==> src/rtl/counter_pkg.sv <==
// Shared definitions for the toggle-mask counter: controller state encoding and default width.
package counter_pkg;

  typedef enum logic [1:0] {
    ST_IDLE = 2'd0,
    ST_RUN  = 2'd1,
    ST_DONE = 2'd2
  } state_t;

  localparam int CNT_W_DEF = 8;

endpackage

==> src/rtl/t_ff_bank.sv <==
// N-wide bank of T flip-flops; each bit inverts when its T input is high.
module t_ff_bank #(
  parameter int N = 8
) (
  input  logic         clk,
  input  logic         reset,
  input  logic [N-1:0] T,
  output logic [N-1:0] Q
);

  always_ff @(posedge clk or posedge reset) begin
    if (reset) begin
      Q <= '0;
    end else begin
      Q <= Q ^ T;
    end
  end

endmodule

==> src/rtl/toggle_counter_ctrl.sv <==
// Modulo up/down counter controller: derives a toggle mask for the T flip-flop bank each cycle
// and sequences IDLE/RUN/DONE with clear > stop > start command priority.
module toggle_counter_ctrl
  import counter_pkg::*;
#(
  parameter int N = CNT_W_DEF
) (
  input  logic         clk,
  input  logic         reset,
  input  logic         start,
  input  logic         stop,
  input  logic         clear,
  input  logic         up,
  input  logic         one_shot,
  input  logic [N-1:0] limit,
  output logic [N-1:0] count,
  output logic         tc,
  output logic         busy,
  output logic         done
);

  state_t       r_state;
  state_t       w_state_nxt;
  logic         r_tc;
  logic         w_tc_nxt;
  logic [N-1:0] w_next;
  logic         w_wrap;
  logic [N-1:0] w_toggle;

  t_ff_bank #(.N(N)) u_bank (
    .clk   (clk),
    .reset (reset),
    .T     (w_toggle),
    .Q     (count)
  );

  // Candidate next count; a count above limit (limit lowered mid-run) snaps back into range.
  always_comb begin
    w_next = count;
    w_wrap = 1'b0;
    if (up) begin
      if (count >= limit) begin
        w_next = '0;
        w_wrap = 1'b1;
      end else begin
        w_next = count + N'(1);
      end
    end else begin
      if (count == '0) begin
        w_next = limit;
        w_wrap = 1'b1;
      end else if (count > limit) begin
        w_next = limit;
      end else begin
        w_next = count - N'(1);
      end
    end
  end

  always_comb begin
    w_state_nxt = r_state;
    w_tc_nxt    = 1'b0;
    w_toggle    = '0;
    if (clear) begin
      w_state_nxt = ST_IDLE;
      w_toggle    = count;
    end else begin
      case (r_state)
        ST_IDLE: begin
          if (!stop && start) w_state_nxt = ST_RUN;
        end
        ST_RUN: begin
          if (stop) begin
            w_state_nxt = ST_IDLE;
          end else begin
            w_toggle = count ^ w_next;
            w_tc_nxt = w_wrap;
            if (one_shot && w_wrap) w_state_nxt = ST_DONE;
          end
        end
        ST_DONE: begin
          if (!stop && start) w_state_nxt = ST_RUN;
        end
        default: w_state_nxt = ST_IDLE;
      endcase
    end
  end

  always_ff @(posedge clk or posedge reset) begin
    if (reset) begin
      r_state <= ST_IDLE;
      r_tc    <= 1'b0;
    end else begin
      r_state <= w_state_nxt;
      r_tc    <= w_tc_nxt;
    end
  end

  assign tc   = r_tc;
  assign busy = (r_state == ST_RUN);
  assign done = (r_state == ST_DONE);

endmodule

==> config.mk <==
export PLATFORM = sky130hd
export DESIGN_NAME = toggle_counter_ctrl
export DESIGN_NICKNAME = d
export VERILOG_FILES = /design/src/rtl/counter_pkg.sv /design/src/rtl/t_ff_bank.sv /design/src/rtl/toggle_counter_ctrl.sv
export SDC_FILE = /design/constraint.sdc
export NUM_CORES = 1
export LEC_CHECK = 0
export ABC_AREA = 1
export BUFFER_PORTS_ARGS = -buffer_cell sky130_fd_sc_hd__buf_2
export CORE_UTILIZATION = 45
export CTS_CLUSTER_DIAMETER = 200
export DETAILED_ROUTE_END_ITERATION = 10
export HOLD_SLACK_MARGIN = 0.06
export PLACE_DENSITY_LB_ADDON = 0.3
export SETUP_SLACK_MARGIN = 0.5
export SLEW_MARGIN = 30
export SYNTH_ARGS = -nofsm -noshare
export SYNTH_HDL_FRONTEND = slang
export SYNTH_SLANG_ARGS = --single-unit
==> constraint.sdc <==
create_clock -name clk -period 2.3 [get_ports clk]
set_input_delay 0.46 -clock clk [delete_from_list [all_inputs] [get_ports clk]]
set_output_delay 0.46 -clock clk [all_outputs]
set_load 0.02 [all_outputs]
==> reports/results.ini <==
[cells_and_area]
final_cell_mix = nand2_1 (32), buf_2 (25), nand3_1 (21), nand2_2 (18), inv_1 (17)
n_antenna_cell = 0
drive_above_1_share_pct = 49.57
final_cells = 264
area_growth_pct = 51.29
fin_nets = 261
final_common_cell = nand2_1

[sta]
hold_violations = 0
drv_slew = 0
tightestPinTransition_ps = 427.0
finalClockSkew_ps = 1.751
slew_headroom_pct = 71.50
rsz0062_at_grt = yes
clock.fmax_ghz = 0.4911
setup_tns_ps = 0
fin_crit_sh_pct = 88.53
post-route-min-period_ps = 2036
setup_viol = 0

[setup_path]
worstPathRequired_ps = 2470
worst_ep_arrival_time_ps = 2210
path_class = register to register
endpoint_kind = register
worstSetupStartpointType = register
path_max_fanout = 6

[floorplanning]
fp.coreArea_um2 = 2500
num_rows = 18
die_area_um2 = 2900
io_pins = 26
die_h_um = 53.85
die_w_um = 53.85
start_util_pct = 48.40

[global_route]
grt_remaining_overflow = 0
antenna_found_initial = 0
grtUsageTotal_pct = 28.59
grt_pass1_vias = 1329
grt_max_degree = 12
grt_pass1_wl_um = 5837

[synthesis]
synth_nets = 215
syn_avg_cell_area_um2 = 6.402
syn-instance-count = 189
synth_top_area_cell = dfrtp_1
yosysUniqueCellTypes = 25
yosysTopAreaCellShare_pct = 22.75
synth_area_um2 = 1210
synth_area_leaders = dfrtp_1 (23%), nand2_1 (16%), nand3_1 (13%), ha_1 (11%), inv_1 (6.5%)
synth_seq_cells = 11
synth_warnings = 0
yosysSeqAreaShare_pct = 22.75

[pwr]
power.density_nw_per_um2 = 557.8
vdd_ir_drop_max_uv = 477.9
power.leakage_nw = 0.9408

[routing]
drtIter0Drc = 69
drt-wirelength-per-cell_um = 14.48
vias = 1475
dr.pass1.iters = 4
finalWirelength_um = 3824
via_per_inst = 5.587
drc_errors = 0
ant_nets = 0

[clock_tree]
cts_tree = yes
clockRootBuffer = clkbuf_4
ctsHtreeMaxLevel = 1
cts_buffer_depth = 2
clkSinkCount = 11
cts_buffers = 3
clk_pin_slew_ps = 70
clock_latency_ps = 270

[outcome]
outcome = finished, final reports clean

[placed_design]
io_buffers = 25
dp_cells = 243
place.gp.congestion = 0.9001
hpwl_um = 2365

[min_path]
min_path_type = input pin to async pin

[job]
drv_cap = 0

[where the power goes]
part | internal [mW] | leakage, nW | switching [mW]
Sequential | 0.213 | 0.137 | 0.0209
Clock | 0.0673 | 0.0150 | 0.0692
Combinational | 0.246 | 0.789 | 0.404
Total | 0.527 | 0.941 | 0.494
[per-layer routing]
metal / up-vias / share of wire (%) / GRT usage (%)
met2: 65 / 48 / 47.94
met3: 25 / 4.9 / 5.932
met5: - / 0 / 0
met4: 0 / 5.4 / 15.35
li1: 712 / - / -
met1: 673 / 42 / 33.73
[logic make-up (layout without fill, tap and decap cells)]
logic type,count (synthesis),count (layout),share of synthesized area (%)
flip-flops,11,11,22.75
buffers and inverters,28,71,8.997
AND/OR/NAND/NOR,116,118,44.98
AO/OA/AOI/OAI,18,18,8.274
XOR/XNOR,5,5,3.619
adder cells (fa/ha/maj),11,11,11.38
[sequential cells by signal (all words and copies together), names as in the netlist]
| register | cells |
|---|---|
| r_state | 2 |
| tc | 1 |
| u_bank.Q | 8 |
[cell type report]
class	instances	area, µm²
well taps	30	37.54
fillers	189	669.4
multi-input cells	152	1126
clock buffers	4	26.28
flip-flops and latches	11	285.3
inverters	26	102.6
repair buffers	41	252.7
[critical path: stages (launching register included)]
cell	delay [ps]
dfrtp_2	430
ha_4	260
a21oi_2	140
nor2_1	60
nor2_1	150
nand2_2	130
nor2_4	240
buf_6	160
o21ai_1	80
nand2_2	80
nand3_2	50
nand2_1	80
nand2_1	50
[stage by stage]
step / power (mW) / area [µm²] / utilization [%] / setup WS (ps) / hold slack [ps]
floorplan: 0.5716 / 1289 / - / 494.8 / 311.9
global placement: 0.6655 / 1448 / 57.91 / 146.5 / 481.7
detailed placement: 0.6721 / 1448 / 57.91 / 132.7 / 484.7
CTS: 0.9239 / 1712 / 68.47 / 367.8 / 177.7
global route: 1.089 / 1831 / 73.22 / 157.3 / 185.8
finish: 1.021 / 1831 / 73.22 / 263.8 / 169.3
[repair_timing]
action / CTS / global route
hold buffers: 0 / 0
hold endpoints to repair: 0 / 0
gates cloned: 2 / 0
setup buffers: 11 / 4
resized for setup: 34 / 22
pin swaps: 18 / 22
setup endpoints to repair: 10 / 11
[path summary, 6_finish.rpt]
| kind | from | to | slack (ps) | cells past startpoint |
|---|---|---|---|---|
| setup / recovery | u_bank.Q[5]$_DFF_PP0_ | u_bank.Q[7]$_DFF_PP0_ | 260 | 12 |
| hold / removal | reset | u_bank.Q[3]$_DFF_PP0_ | 170 | 2 |
| setup reg to reg | u_bank.Q[5]$_DFF_PP0_ | u_bank.Q[7]$_DFF_PP0_ | 260 | 12 |
| hold reg to reg | r_state[1]$_DFFE_PP0P_ | r_state[1]$_DFFE_PP0P_ | 540 | 2 |
| max in group asynchronous | reset | u_bank.Q[0]$_DFF_PP0_ | 1810 | 2 |
| min in group clk | clear | tc$_DFF_PP0_ | 510 | 2 |
[Yosys cell counts]
library cell	instances
nor3_1	2
o211ai_1	1
o21ai_0	8
inv_1	21
nand2_4	1
a21oi_1	6
xnor2_1	1
nand3_1	32
o31ai_1	1
xor2_1	4
nand3_2	1
nand4_1	4
nor2_4	2
clkinv_1	1
nand2_1	52
a21o_1	1
dfrtp_1	11
clkbuf_1	1
o21bai_1	1
nand2_2	4
ha_1	11
inv_2	4
nand4_4	1
nor2_1	17
buf_4	1
Power figures use the tool's default switching activity.
